File: src/rtl/avalon_st_hdr_strip_pkg.sv
// Types and byte-count arithmetic for the header-strip stage.
package avalon_st_hdr_strip_pack;

  typedef enum logic [1:0] {
    S_HEAD  = 2'd0,
    S_BODY  = 2'd1,
    S_FLUSH = 2'd2
  } t_strip_state;

  // Bytes left after removing the header from a final beat of w-e valid bytes.
  // Zero or negative means the header consumes the whole remainder.
  function automatic int strip_bytes_left(input int w, input int e, input int h);
    return w - e - h;
  endfunction

  // Empty count of a beat whose payload was shifted up by h bytes.
  function automatic int shifted_empty(input int e, input int h);
    return e + h;
  endfunction

  // Empty count when a short final beat merges into the residue of the previous one.
  function automatic int merged_empty(input int w, input int e, input int h);
    return h + e - w;
  endfunction

endpackage

File: src/rtl/generic_func_pack.sv
// Shared elaboration-time helpers used across the streaming blocks.
package generic_func_pack;

  // Bits needed to hold the values 0..n-1, never less than one.
  function automatic int log2up_func(input int n);
    return (n <= 2) ? 1 : $clog2(n);
  endfunction

endpackage

File: src/rtl/avalon_st_if.sv
// Avalon-ST style packet interface: byte 0 sits at the MSB end of data.
interface avalon_st_if #(
  parameter int DATA_WIDTH_IN_BYTES = 16
);
  localparam int EMPTY_W = generic_func_pack::log2up_func(DATA_WIDTH_IN_BYTES);

  logic [8*DATA_WIDTH_IN_BYTES-1:0] data;
  logic                             valid;
  logic                             rdy;
  logic                             sop;
  logic                             eop;
  logic [EMPTY_W-1:0]               empty;

  modport master (output data, valid, sop, eop, empty, input rdy);
  modport slave  (input data, valid, sop, eop, empty, output rdy);
endinterface

File: src/rtl/avalon_st_hdr_strip.sv
// Removes the first HEADER_BYTES of every packet and realigns the payload,
// regenerating sop/eop/empty on a registered, backpressured output.
module avalon_st_hdr_strip
  import generic_func_pack::*;
  import avalon_st_hdr_strip_pack::*;
#(
  parameter int DATA_WIDTH_IN_BYTES = 16,
  parameter int HEADER_BYTES        = 4
) (
  input  logic        clk,
  input  logic        rst_n,
  avalon_st_if.slave  in_stream,
  avalon_st_if.master out_stream,
  output logic        err_proto
);

  localparam int W  = DATA_WIDTH_IN_BYTES;
  localparam int H  = HEADER_BYTES;
  localparam int EW = log2up_func(W);
  localparam int RW = 8 * (W - H);
  localparam int HB = 8 * H;

  generate
    if (H < 1 || H > W - 1) begin : g_bad_header
      $error("HEADER_BYTES must lie in 1..DATA_WIDTH_IN_BYTES-1");
    end
  endgenerate

  t_strip_state   state, state_d;
  logic [RW-1:0]  residue, residue_d;
  logic           sop_pending, sop_pending_d;
  logic [EW-1:0]  flush_empty, flush_empty_d;

  logic           out_free, accept, load, err_d;
  logic [8*W-1:0] o_data;
  logic           o_sop, o_eop;
  logic [EW-1:0]  o_empty;
  int             in_empty, left;

  assign out_free      = !out_stream.valid || out_stream.rdy;
  assign in_stream.rdy = rst_n && out_free && (state != S_FLUSH);
  assign accept        = in_stream.valid && in_stream.rdy;
  assign in_empty      = int'(in_stream.empty);
  assign left          = strip_bytes_left(W, in_empty, H);

  // NOTE: every always_comb output gets a default first so no path can infer a latch.
  always_comb begin
    state_d       = state;
    residue_d     = residue;
    sop_pending_d = sop_pending;
    flush_empty_d = flush_empty;
    load          = 1'b0;
    o_data        = '0;
    o_sop         = 1'b0;
    o_eop         = 1'b0;
    o_empty       = '0;
    err_d         = 1'b0;

    if (state == S_FLUSH) begin
      if (out_free) begin
        load    = 1'b1;
        o_data  = {residue, {HB{1'b0}}};
        o_eop   = 1'b1;
        o_empty = flush_empty;
        state_d = S_HEAD;
      end
    end else if (accept) begin
      // A sop inside a body abandons the old packet and restarts header handling.
      if (state == S_HEAD || in_stream.sop) begin
        err_d = (state == S_BODY) || !in_stream.sop;
        if (!in_stream.sop) begin
          state_d = S_HEAD;
        end else if (!in_stream.eop) begin
          residue_d     = in_stream.data[RW-1:0];
          sop_pending_d = 1'b1;
          state_d       = S_BODY;
        end else begin
          sop_pending_d = 1'b0;
          state_d       = S_HEAD;
          if (left > 0) begin
            load    = 1'b1;
            o_data  = {in_stream.data[RW-1:0], {HB{1'b0}}};
            o_sop   = 1'b1;
            o_eop   = 1'b1;
            o_empty = EW'(shifted_empty(in_empty, H));
          end
        end
      end else begin
        load          = 1'b1;
        o_data        = {residue, in_stream.data[8*W-1 -: HB]};
        o_sop         = sop_pending;
        sop_pending_d = 1'b0;
        residue_d     = in_stream.data[RW-1:0];
        if (in_stream.eop) begin
          if (left <= 0) begin
            o_eop   = 1'b1;
            o_empty = EW'(merged_empty(W, in_empty, H));
            state_d = S_HEAD;
          end else begin
            flush_empty_d = EW'(shifted_empty(in_empty, H));
            state_d       = S_FLUSH;
          end
        end
      end
    end
  end

  // NOTE: sequential state uses non-blocking assignments so every flop samples pre-edge values.
  // NOTE: residue is a plain register, not a memory, so it is reset along with the control state.
  always_ff @(posedge clk or negedge rst_n) begin
    if (!rst_n) begin
      state       <= S_HEAD;
      residue     <= '0;
      sop_pending <= 1'b0;
      flush_empty <= '0;
    end else begin
      state       <= state_d;
      residue     <= residue_d;
      sop_pending <= sop_pending_d;
      flush_empty <= flush_empty_d;
    end
  end

  // Output register: held while stalled, valid drops once consumed with nothing new.
  always_ff @(posedge clk or negedge rst_n) begin
    if (!rst_n) begin
      out_stream.valid <= 1'b0;
      out_stream.sop   <= 1'b0;
      out_stream.eop   <= 1'b0;
      out_stream.data  <= '0;
      out_stream.empty <= '0;
      err_proto        <= 1'b0;
    end else begin
      err_proto <= err_d;
      if (out_free) begin
        out_stream.valid <= load;
        if (load) begin
          out_stream.data  <= o_data;
          out_stream.sop   <= o_sop;
          out_stream.eop   <= o_eop;
          out_stream.empty <= o_empty;
        end
      end
    end
  end

endmodule
File: src/flat_wrapper.sv
// flat-port wrapper written by rule: the top's interface ports become plain ports
module avalon_st_hdr_strip_flat import generic_func_pack::*; import avalon_st_hdr_strip_pack::*;
#(
  parameter int DATA_WIDTH_IN_BYTES = 16,
  parameter int HEADER_BYTES        = 4
)
  (clk, rst_n, err_proto, in_stream_data, in_stream_valid, in_stream_sop, in_stream_eop, in_stream_empty, in_stream_rdy, out_stream_data, out_stream_valid, out_stream_sop, out_stream_eop, out_stream_empty, out_stream_rdy);
  avalon_st_if #(.DATA_WIDTH_IN_BYTES(DATA_WIDTH_IN_BYTES)) in_stream_i ();
  avalon_st_if #(.DATA_WIDTH_IN_BYTES(DATA_WIDTH_IN_BYTES)) out_stream_i ();
  input  logic clk;
  input  logic rst_n;
  output logic err_proto;
  input wire logic [$bits(in_stream_i.data)-1:0] in_stream_data;
  input wire logic [$bits(in_stream_i.valid)-1:0] in_stream_valid;
  input wire logic [$bits(in_stream_i.sop)-1:0] in_stream_sop;
  input wire logic [$bits(in_stream_i.eop)-1:0] in_stream_eop;
  input wire logic [$bits(in_stream_i.empty)-1:0] in_stream_empty;
  output wire logic [$bits(in_stream_i.rdy)-1:0] in_stream_rdy;
  output wire logic [$bits(out_stream_i.data)-1:0] out_stream_data;
  output wire logic [$bits(out_stream_i.valid)-1:0] out_stream_valid;
  output wire logic [$bits(out_stream_i.sop)-1:0] out_stream_sop;
  output wire logic [$bits(out_stream_i.eop)-1:0] out_stream_eop;
  output wire logic [$bits(out_stream_i.empty)-1:0] out_stream_empty;
  input wire logic [$bits(out_stream_i.rdy)-1:0] out_stream_rdy;
  assign in_stream_i.data = in_stream_data;
  assign in_stream_i.valid = in_stream_valid;
  assign in_stream_i.sop = in_stream_sop;
  assign in_stream_i.eop = in_stream_eop;
  assign in_stream_i.empty = in_stream_empty;
  assign in_stream_rdy = in_stream_i.rdy;
  assign out_stream_data = out_stream_i.data;
  assign out_stream_valid = out_stream_i.valid;
  assign out_stream_sop = out_stream_i.sop;
  assign out_stream_eop = out_stream_i.eop;
  assign out_stream_empty = out_stream_i.empty;
  assign out_stream_i.rdy = out_stream_rdy;
  avalon_st_hdr_strip #(.DATA_WIDTH_IN_BYTES(DATA_WIDTH_IN_BYTES), .HEADER_BYTES(HEADER_BYTES)) u_core (.clk(clk), .rst_n(rst_n), .in_stream(in_stream_i), .out_stream(out_stream_i), .err_proto(err_proto));
endmodule
File: config.mk
export PLATFORM = sky130hd
export DESIGN_NAME = avalon_st_hdr_strip_flat
export DESIGN_NICKNAME = d
export VERILOG_FILES = /design/src/rtl/avalon_st_hdr_strip_pkg.sv /design/src/rtl/generic_func_pack.sv /design/src/rtl/avalon_st_if.sv /design/src/rtl/avalon_st_hdr_strip.sv /design/src/flat_wrapper.sv
export SDC_FILE = /design/constraint.sdc
export NUM_CORES = 1
export LEC_CHECK = 0
export BUFFER_PORTS_ARGS = -buffer_cell sky130_fd_sc_hd__buf_2
export CAP_MARGIN = 20
export CORE_MARGIN = 2
export CORE_UTILIZATION = 40
export CTS_CLUSTER_SIZE = 24
export DETAILED_ROUTE_END_ITERATION = 10
export GPL_ROUTABILITY_DRIVEN = 0
export HOLD_SLACK_MARGIN = 0.1
export MAX_ROUTING_LAYER = met4
export PLACE_DENSITY = 0.63
export SYNTH_ARGS = -nofsm -noshare
export SYNTH_HDL_FRONTEND = slang
export SYNTH_SLANG_ARGS = --single-unit
File: constraint.sdc
create_clock -name clk -period 2.65 [get_ports clk]
set_clock_uncertainty 0.2 [all_clocks]
set_input_delay 0.6625 -clock clk [delete_from_list [all_inputs] [get_ports clk]]
set_output_delay 0.6625 -clock clk [all_outputs]
set_load 0.005 [all_outputs]
* After elaboration in Yosys (flattened, before gate mapping)
Index checks and enable logic that the tools add are counted.
W data, S select, Z words.
** Storage, ports and cells
- Register bits after elaboration :: 239
- Logic and storage cells :: 87
** Operators by class
- Add/subtract/negate cells :: 4
- $lt $le $gt $ge :: 2
- Equal/unequal tests :: 6
- Multiplexer cells :: 46
- Bitwise logic cells :: 3
- Reductions and logical operators :: 16
** Operators by type and width (count)
- $mux W128 :: 6
- $mux W96 :: 3
- $gt A32 B1 Y1 const B :: 1
- $le A32 B1 Y1 const B :: 1
- $mux W4 :: 8
- $sub A32 B4 Y32 const B :: 1
- $mux W1 :: 22
- $mux W2 :: 7
- $ne A2 B2 Y1 const B :: 3
- $reduce_and A3 Y1 :: 2
- $sub A5 B4 Y6 const A :: 1
- $reduce_and A5 Y1 :: 1
- $add A4 B3 Y4 const B :: 1
- $reduce_and A4 Y1 :: 1
- $sub A4 B1 Y4 const B :: 1
- $logic_and A1 B1 Y1 :: 3
- $logic_or A1 B1 Y1 :: 3
- $not A1 Y1 :: 3
- $reduce_bool A3 Y1 :: 1
- $eq A2 B1 Y1 const B :: 1
- $eq A2 B2 Y1 const B :: 1
- $logic_not A1 Y1 :: 2
- $logic_not A2 Y1 :: 1
- $ne A2 B1 Y1 const B :: 1
- other kinds (2) :: 2

* Logic depth before layout (Yosys ltp)
Gate-level depths: netlist of run 1.
- Word-level depth :: 10
- Depth in mapped cells :: 11
- Depth with buffers taken out :: 9

* Worst setup path before layout of run 1
Ideal clock, no wire load.
- Kind :: input to register
- Start :: in in_stream_empty[0]
- End :: reg u_core.out_stream.data[79]
- Arrival :: 2.888 ns
- Required time :: 2.325 ns
- Setup slack :: -0.563 ns
- Stages on the path :: 10
- Path buffers :: 2
- Cells stage by stage :: or4_4 -> o21ai_0 -> ha_1 -> nand2b_1 -> a21oi_1 -> o211ai_1 -> and3_1 -> buf_2 -> buf_2 -> mux2_2
** On the way
- Longest elaborated chain between the ends :: 10
- Elaborated cells between the ends (all ways) :: 16
** RTL lines
- start, declared :: line flat_wrapper.sv:17 : input wire logic [$bits(in_stream_i.empty)-1:0] in_stream_empty;
- $sub A5 B4 Y6 * :: line avalon_st_hdr_strip_pkg.sv:13 : return w - e - h;
- $sub A32 B4 Y32 * :: line avalon_st_hdr_strip_pkg.sv:13
- $gt A32 B1 Y1 * :: line avalon_st_hdr_strip.sv:80 : if (left > 0) begin
- $mux W1 :: line avalon_st_hdr_strip.sv:80
- $mux W1 :: line avalon_st_hdr_strip.sv:73 : end else if (!in_stream.eop) begin
- $mux W1 :: line avalon_st_hdr_strip.sv:71 : if (!in_stream.sop) begin
- $mux W1 :: line avalon_st_hdr_strip.sv:69 : if (state == S_HEAD || in_stream.sop) begin
- $mux W1 :: line avalon_st_hdr_strip.sv:67 : end else if (accept) begin
- $mux W1 :: line avalon_st_hdr_strip.sv:59 : if (state == S_FLUSH) begin
- $reduce_and A2 Y1 (no line)
- end signal, assigned :: line avalon_st_hdr_strip.sv:138 : out_stream.data <= o_data;
- end, declared :: line avalon_st_if.sv:14 : modport master (output data, valid, sop, eop, empty, input rdy);
Mark *: on every way between the ends. The rest lies on a longest branch, timed or not.
A chain may end at the register's enable or synchronous reset.

* Worst setup path in the final report of run 1
- Start :: in in_stream_empty[0]
- End :: reg u_core.out_stream.data[73]
Same word-level chain as after synthesis.

==> results of run 1 <==
-- layout make-up --
type,count,area share
clock inverters,8,0.006687
diodes,2,0.0003615
inverters,4,0.001084
well taps,324,0.02928
clock buffers,41,0.05765
repair buffers,338,0.1676
multi-input cells,400,0.3053
flip-flops and latches,239,0.4320
-- registers in the layout, summed over array words and instances (netlist names) --
| name | cells |
|---|---|
| u_core.out_stream.sop | 1 |
| u_core.flush_empty | 4 |
| u_core.sop_pending | 1 |
| u_core.residue | 96 |
| u_core.err_proto | 1 |
| u_core.state | 2 |
| u_core.out_stream.valid | 1 |
| u_core.out_stream.empty | 4 |
| u_core.out_stream.data | 128 |
| u_core.out_stream.eop | 1 |
-- cell usage after synthesis (2+ instances only) --
cell type / n / area [sq um]
ha_1: 2 / 25.02
o32a_1: 4 / 40.04
o21ai_0: 7 / 35.03
buf_2: 28 / 140.1
a21oi_1: 4 / 20.02
a22o_1: 128 / 1121
nor2_1: 15 / 56.30
clkbuf_1: 19 / 71.32
dfrtp_1: 239 / 5981
mux2_2: 155 / 1745
buf_4: 4 / 30.03
nand2_1: 10 / 37.54
a21boi_0: 3 / 22.52
nor3_1: 2 / 10.01
inv_1: 4 / 15.01
nand3_1: 2 / 10.01
and3_1: 2 / 12.51
nand2b_1: 5 / 31.28
or2_2: 3 / 18.77
mux2_1: 40 / 450.4
nor2b_1: 2 / 12.51
-- per-stage QoR --
stage | std cells | area (sq um)
final | 1356 | 13850
after global routing | 1356 | 13850
after CTS | 1356 | 13780
after detailed placement | 1283 | 12090
after global placement | 1283 | 12090
after floorplan | 695 | 10120
-- timing repair --
| item | in CTS | in global routing |
|---|---|---|
| buffers inserted | 13 | 3 |
| gates cloned | 11 | 3 |
| setup endpoints to repair | 101 | 101 |
| resized for setup | 91 | 42 |
| endpoints found under the hold margin | 110 | 69 |
| pin swaps | 5 | 6 |
-- routing by layer --
metal  track usage  share of wire  wire length (microns)
met1        0.2667           0.45                  11870
met2        0.3050           0.46                  12080
met3       0.04329          0.073                   1924
met4       0.03580          0.012                    310
met5             -              0                      0
-- worst min path at each step --
stage | cells past startpoint | slack [ns] | end
global route | 2 | 0.04 | u_core.out_stream.data[43]$_DFFE_PN0P_
CTS | 2 | 0.02 | u_core.residue[95]$_DFFE_PN0P_
detailed placement | 1 | 0.27 | u_core.out_stream.data[86]$_DFFE_PN0P_
finish | 2 | -0.03 | u_core.out_stream.data[46]$_DFFE_PN0P_
floorplan | 0 | 0.17 | u_core.err_proto$_DFF_PN0_
global placement | 1 | 0.26 | u_core.out_stream.data[97]$_DFFE_PN0P_
-- where the power goes --
group / switching [mW] / total (mW) / internal [mW]
Combinational: 0.898 / 2.36 / 1.47
Sequential: 0.498 / 5.10 / 4.60
Clock: 1.45 / 3.71 / 2.26
-- cell families (layout without fill, tap and decap cells) --
| family | Yosys count | after routing | share of synthesized area |
|---|---|---|---|
| fa+ha+maj | 2 | 2 | 0.002494 |
| buf+inv | 56 | 391 | 0.02594 |
| simple gates | 47 | 47 | 0.02519 |
| mux | 196 | 196 | 0.2199 |
| flops | 239 | 239 | 0.5961 |
| other cells | 0 | 2 | 0 |
| compound gates | 155 | 155 | 0.1304 |
==> flow_results.org, run 1 <==
** Run status
- The flow ran to the end, but the final reports show violations.
- Violated checks :: hold timing, setup timing

** Final layout
- Layout Utilization :: 0.5660
- Sequential standard cell area :: 5981 sq um
- From synthesis to final layout, the design area changed by 38.00%.
- Filler cells :: 2008
- Share of layout cells above drive strength 1 :: 0.5728
- Most common library cell in the layout ignoring fill and taps :: buf_2
- Area taken by multi-input logic gates :: 4228 sq um
- For this run, the post-layout net count is 1150.
- Commonest cells after routing, fill and taps aside :: buf_2, dfrtp_1, a22o_1

** Critical path
- The worst setup path is of the input pin to flop kind.
- Endpoint of the lowest-slack register-to-register path :: u_core.out_stream.data[68]$_DFFE_PN0P_
- The worst setup path is launched from an input pin.
- Worst path top cell family by delay :: simple AND/OR/NAND/NOR gates
- For this run, the slowest stage of the critical path takes 0.56 ns.
- Among the stages of the critical path, the cell type that occurs most often is buf_12.
- Crit end category :: flop
- Crit path cell chain :: buf_6, or4_4, o21ai_4, ha_4, nand2b_4, a21oi_4, o211ai_1, and3_4, buf_12, buf_12, clkbuf_16, mux2_4
- Top fanout value on the critical path :: 5
- Number of logic stages on the critical path including buffering :: 12
- In this run the worst setup path terminates at u_core.out_stream.data[73]$_DFFE_PN0P_.
- Critical R2R Launch :: u_core.state[1]$_DFFE_PN0P_
- For the worst setup path, the data arrival time is 2.94 ns.
- Critical-path top delay cell :: or4_4
- Worst path required time :: 2.86 ns
- Together, buffers and inverters on the worst path number 4.
- Depth of the worst register-to-register path :: 7
- Critical Path Source :: in_stream_empty[0]
- Minimum setup slack among reg-to-reg paths :: 0.21 ns

** Drt
- Vias after detailed routing :: 7127
- Number of optimization iterations in the first detailed-route pass :: 4
- Routed length per instance :: 19.31 microns
- For this block, the routed nets add up to 26.19 mm of wire.
- The detailed router finished its first iteration with 369 violations.
- Ratio of routed vias to standard cells :: 5.256
- The count of nets left with antenna violations once routing finished came out at 0.
- Remaining DRCs :: 0

** Power
- Leakage dissipation :: 6.829 nW
- The design draws 11.17 mW.
- Across the VDD grid, the largest voltage drop is 0.4506 mV.
- For this design the ratio of total power to cell area is 807.0 nW/um^2.

** Yosys
- Of all flip-flops after synthesis, the portion carrying an async set or reset was 1.000.
- Synthesis inferred 239 register bits.
- Number of warning messages in the yosys log :: 0
- Cell area after synthesis :: 10030 sq um
- Of the synthesized area, sequential elements account for 0.5961.
- Synthesized area per cell :: 14.44 sq um
- Among all flip-flop cells after synthesis, the most frequent one is dfrtp_1.
- Net count after synthesis :: 835
- Synthesis produced a netlist whose cell count is 695.
- Number of distinct library cell variants in the gate-level netlist after synthesis :: 38
- In this run, synthesis inferred 0 flip-flops with an integrated enable.

** Job
- Max-cap violations in this run came to 0.

** Timing
- Maximum achievable frequency :: 366.2 MHz
- Post-route setup TNS :: -3.427 ns
- Final setup violation count :: 66
- The final number of max-transition violations was 0.
- The hold violation count in the final report was 21.
- The routed design could run at a clock period as short as 2.731 ns.
- Setup slack on the critical path of the routed design comes to -0.08099 ns.
- For the pin with the worst max-slew slack, the measured transition is 0.7602 ns.
- Setup repair after global routing could not meet its margin everywhere.
- Final hold analysis gives a worst-case slack of -0.03000 ns.
- Worst relative slew slack :: 0.4932
- In the finished design, the share of the clock period the worst path needs comes to 1.031.

** Die
- Core Rows :: 57
- Die extent in x :: 162.4 microns
- Total die area :: 26370 sq um
- Top-level port count :: 275
- Placeable core area :: 24460 sq um
- For this configuration, the core starts out at a cell density of 0.4102.
- Y dimension of the die :: 162.4 microns

** Global route
- Wire length of the first global-routing pass :: 39.60 mm
- Overall overflow remaining after global route :: 0
- Pin count of the biggest net entering global routing :: 130
- Number of global-route vias before repair :: 7290
- Tot GR Track Use :: 0.1954
- Antenna violations before repair :: 2

** Place
- Input and output buffers added on the ports amount to 274.
- Prior to clock tree synthesis, the placed netlist has a worst setup slack of -0.6970 ns.
- Detailed placement ended at an HPWL of 15.77 mm.

** Clocking
- Clk pin slew, worst setup/hold paths :: 0.06 ns
- Counting every sink on the clock net gives 239.
- The tree is rooted in a clkbuf_16.
- TritonCTS built the clock tree.
- # H-tree levels :: 1
- Number of buffers created by CTS :: 27
- The later pin in the worst-skew pair is clocked with a latency of 0.53 ns.
- The clock passes through at most 3 buffers.

** Min path
- Hold/Removal Path Class :: input pin to asynchronous set/reset pin
Note: power is estimated with default switching activity, not from simulation.
==> run 2: changes to the inputs <==
==> constraint.sdc (replaced) <==
create_clock -name clk -period 2.65 [get_ports clk]
set_clock_uncertainty 0.2 [all_clocks]
set_input_delay 0.3975 -clock clk [delete_from_list [all_inputs] [get_ports clk]]
set_output_delay 0.3975 -clock clk [all_outputs]
set_load 0.005 [all_outputs]
==> run 2 against run 1 <==
Effect of this change: the run now ends clean; setup slack gained 0.19 ns; worst hold slack gained 0.18 ns; core utilization grew 1.7 points; sequential cell count is the same; register-to-register slack is essentially flat; critical endpoint is now u_core.out_stream.data[90]$_DFFE_PN0P_; largest cell class unchanged; largest power group unchanged; highest routed layer unchanged.
==> flow_results.org, run 2 (synthesized netlist as in run 1, its figures left out) <==
** Run status
- Run status :: finished, final reports clean

** Clocking
- Clk pin slew, worst setup/hold paths :: 0.06 ns (about the same)
- The total clock buffers created by CTS was 25 (-7.4%).
- Number of clock sinks seen by CTS :: 239 (unchanged)
- The number of buffers on the longest clock path was 3 (unchanged).
- The depth of the CTS H-tree came to 1 (unchanged).
- Cell chosen for the clock root :: clkbuf_16
- TritonCTS built the clock tree.
- Clock insertion delay at the later pin of the skew report :: 0.51 ns (-0.02 ns)

** Place
- Cell count after placement :: 1278 (-0.39%)
- The count of port buffers added during placement came to 274 (unchanged).
- Final HPWL from detailed placement :: 15.94 mm (+1.1%)

** Die
- Core Rows :: 57 (unchanged)
- Y dimension of the die :: 162.4 microns (unchanged)
- The floorplan die width came to 162.4 microns (unchanged).
- Starting Density :: 0.4102 (unchanged)
- The number of top-level design ports came to 275 (unchanged).
- Total die area :: 26370 sq um (unchanged)
- Placeable core area :: 24460 sq um (unchanged)

** Timing
- The final number of max-transition violations came to 0 (unchanged).
- Worst-margin pin slew :: 0.7331 ns (-0.02715 ns)
- Clock period minus worst slack :: 2.545 ns (-0.1856 ns)
- The post-route clock period utilization came to 0.9605 (-0.07004).
- The hold violation count in the final report is 0 (-100%).
- RSZ-0062 raised after global routing :: yes
- The number of failing setup endpoints in the final timing report was 0 (-100%).
- The maximum clock frequency is 392.9 MHz (+7.3%).
- The headroom to the max-slew limit was 0.5113 (+0.01810).

** Drt
- Remaining antenna violation count after routing :: 0 (unchanged)
- The count of routing violations after the opening detailed-route iteration is 342 (-7.3%).
- Number of optimization iterations in the first detailed-route pass :: 4 (unchanged)
- The total routed wirelength came to 25.59 mm (-2.3%).
- Routed length per instance :: 17.50 microns (-9.4%)
- The vias per cell is 5.058 (-3.8%).
- Vias after detailed routing :: 7395 (+3.8%)
- The DRC violation count after routing came to 0 (unchanged).

** Critical path
- The worst-path maximum fanout came to 12 (+7).
- The setup slack of the worst register-to-register path was 0.22 ns (about the same).
- In this run the critical register-to-register path is captured at u_core.out_stream.data[88]$_DFFE_PN0P_.
- The number of cell instances on the worst register-to-register path came to 7 (unchanged).
- Worst stage delay on the critical path :: 0.53 ns (-0.03 ns)
- CP Class :: input pin to flop
- Critical-path top delay cell :: or4_4
- The critical path starts at in_stream_empty[0].
- Most used cell, CP :: buf_4
- STA classifies the critical path startpoint as an input pin.
- The worst setup path is captured at a flop.
- Worst path required time :: 2.84 ns (-0.02 ns)
- Crit path cell chain :: buf_2, or4_4, o21ai_1, ha_1, nand2b_1, a21oi_2, o211ai_1, buf_4, and3_4, buf_4, mux2_1
- Critical R2R Launch :: u_core.state[1]$_DFFE_PN0P_
- Critical Path AT :: 2.73 ns (-0.21 ns)

** Min path
- Worst Hold Depth :: 4
- In this run the most critical hold path is launched from in_stream_sop.
- The worst hold path terminates at u_core.sop_pending$_DFFE_PN0P_.
- The worst hold path belongs to the class input pin to flop.

** Final layout
- Growth of design area from synthesis to finish :: 42.21%
- Commonest cells after routing, fill and taps aside :: buf_2, dfrtp_1, mux2_2
- Layout Utilization :: 0.5833 (+0.01729)
- The final-stage net count is 1260 (+9.6%).
- Leaving out fill and tap cells, the most frequent cell in the layout is buf_2.
- Registers with the most flip-flops :: u_core.out_stream.data (128), u_core.residue (96)
- The number of flip-flops in the largest register came to 128 (unchanged).
- The final cell count without fillers was 1462 (+7.8%).
- The register with the most flip-flops in the final layout is u_core.out_stream.data.
- The antenna cell count was 0 (-2).
- The share of post-route cells with drive strength above 1 was 0.4605 (-0.1124).
- The number of fill cells was 1970 (-1.9%).

** Global route
- Pin count of the biggest net entering global routing :: 133 (+2.3%)
- Overall overflow remaining after global route :: 0 (unchanged)
- Number of global-route vias before repair :: 7934 (+8.8%)
- Antenna violations before repair :: 0 (-2)
- Wire length of the first global-routing pass :: 40.89 mm (+3.3%)
- Tot GR Track Use :: 0.1969 (+0.001464)

** Power
- Net Sw Frac :: 0.2593 (+0.004706)
- Sw Pwr :: 2.804 mW (-1.4%)
- The combinational fraction of design power was 0.207 (-0.005).
- The sequential share of power was 0.471 (+0.014).
- Power density over the cells :: 757.9 nW/um^2 (-6.1%)
- IR drop worst, VDD :: 0.4622 mV (+2.6%)
- Internal power consumption :: 8.010 mW (-3.8%)
- The clock network fraction of design power was 0.321 (-0.011).
- Leakage dissipation :: 7.065 nW (+3.5%)

** Job
- The total of max-cap violations came to 0 (unchanged).
run 2: area by class of cell:
cell class                      count  area, sq um  area share
Clock buffer                       32        691.9     0.04849
Sequential cell                   239         5981      0.4192
Clock inverter                     13        122.6    0.008593
Timing Repair Buffer              449         3217      0.2254
Multi-Input combinational cell    401         3836      0.2689
Tap cell                          324        405.4     0.02841
Inverter                            4        15.01    0.001052
run 2: power groups by stage:
stage / sequential, mW / clock [mW] / combinational [mW]
6_report: 5.10 / 3.48 / 2.24
5_1_grt: 5.21 / 3.73 / 2.46
4_1_cts: 5.09 / 3.56 / 2.24
3_5_place_dp: 5.13 / 0 / 2.09
3_3_place_gp: 5.12 / 0 / 2.03
2_1_floorplan: 5.09 / 0 / 1.17
run 2: per-layer routing:
layer  global-route usage  wire (microns)
met2               0.3269           12250
met5                    -               0
met4              0.04344             342
met1               0.2549           11410
met3              0.03463            1580
run 2: how the worst max path moves through the flow:
| stage | slack [ns] | cells after the start | endpoint |
|---|---|---|---|
| floorplan | -0.18 | 10 | u_core.out_stream.data[79]$_DFFE_PN0P_ |
| global placement | -0.42 | 10 | u_core.out_stream.data[49]$_DFFE_PN0P_ |
| detailed placement | -0.45 | 10 | u_core.out_stream.data[52]$_DFFE_PN0P_ |
| CTS | 0.10 | 10 | u_core.out_stream.data[68]$_DFFE_PN0P_ |
| global route | -0.007 | 11 | u_core.out_stream.data[107]$_DFFE_PN0P_ |
| finish | 0.10 | 11 | u_core.out_stream.data[90]$_DFFE_PN0P_ |
run 2: metrics by stage:
step	hold WS, ns	TNS, ns	worst slack [ns]	area, sq um	power, mW
floorplan	-0.09809	-16.17	-0.1847	10110	6.256
global placement	0.2626	-41.33	-0.4208	12050	7.141
detailed placement	0.2713	-43.18	-0.4495	12050	7.221
CTS	0.1226	0	0.1025	14210	10.89
global route	0.1714	-0.01450	-0.007286	14270	11.40
finish	0.1516	0	0.1046	14270	10.81
run 2: critical path: cells and delay by family:
family / cells / cell delay (ns)
compound gates: 3 / 0.34
fa+ha+maj: 1 / 0.24
buf+inv: 3 / 0.53
mux: 1 / 0.35
simple gates: 3 / 0.87
run 2: what timing repair did:
item	4_1_cts	5_1_grt
endpoints found under the setup margin	0	85
endpoints found under the hold margin	279	0
setup buffers	0	2
resized for setup	0	2
hold buffers	135	0
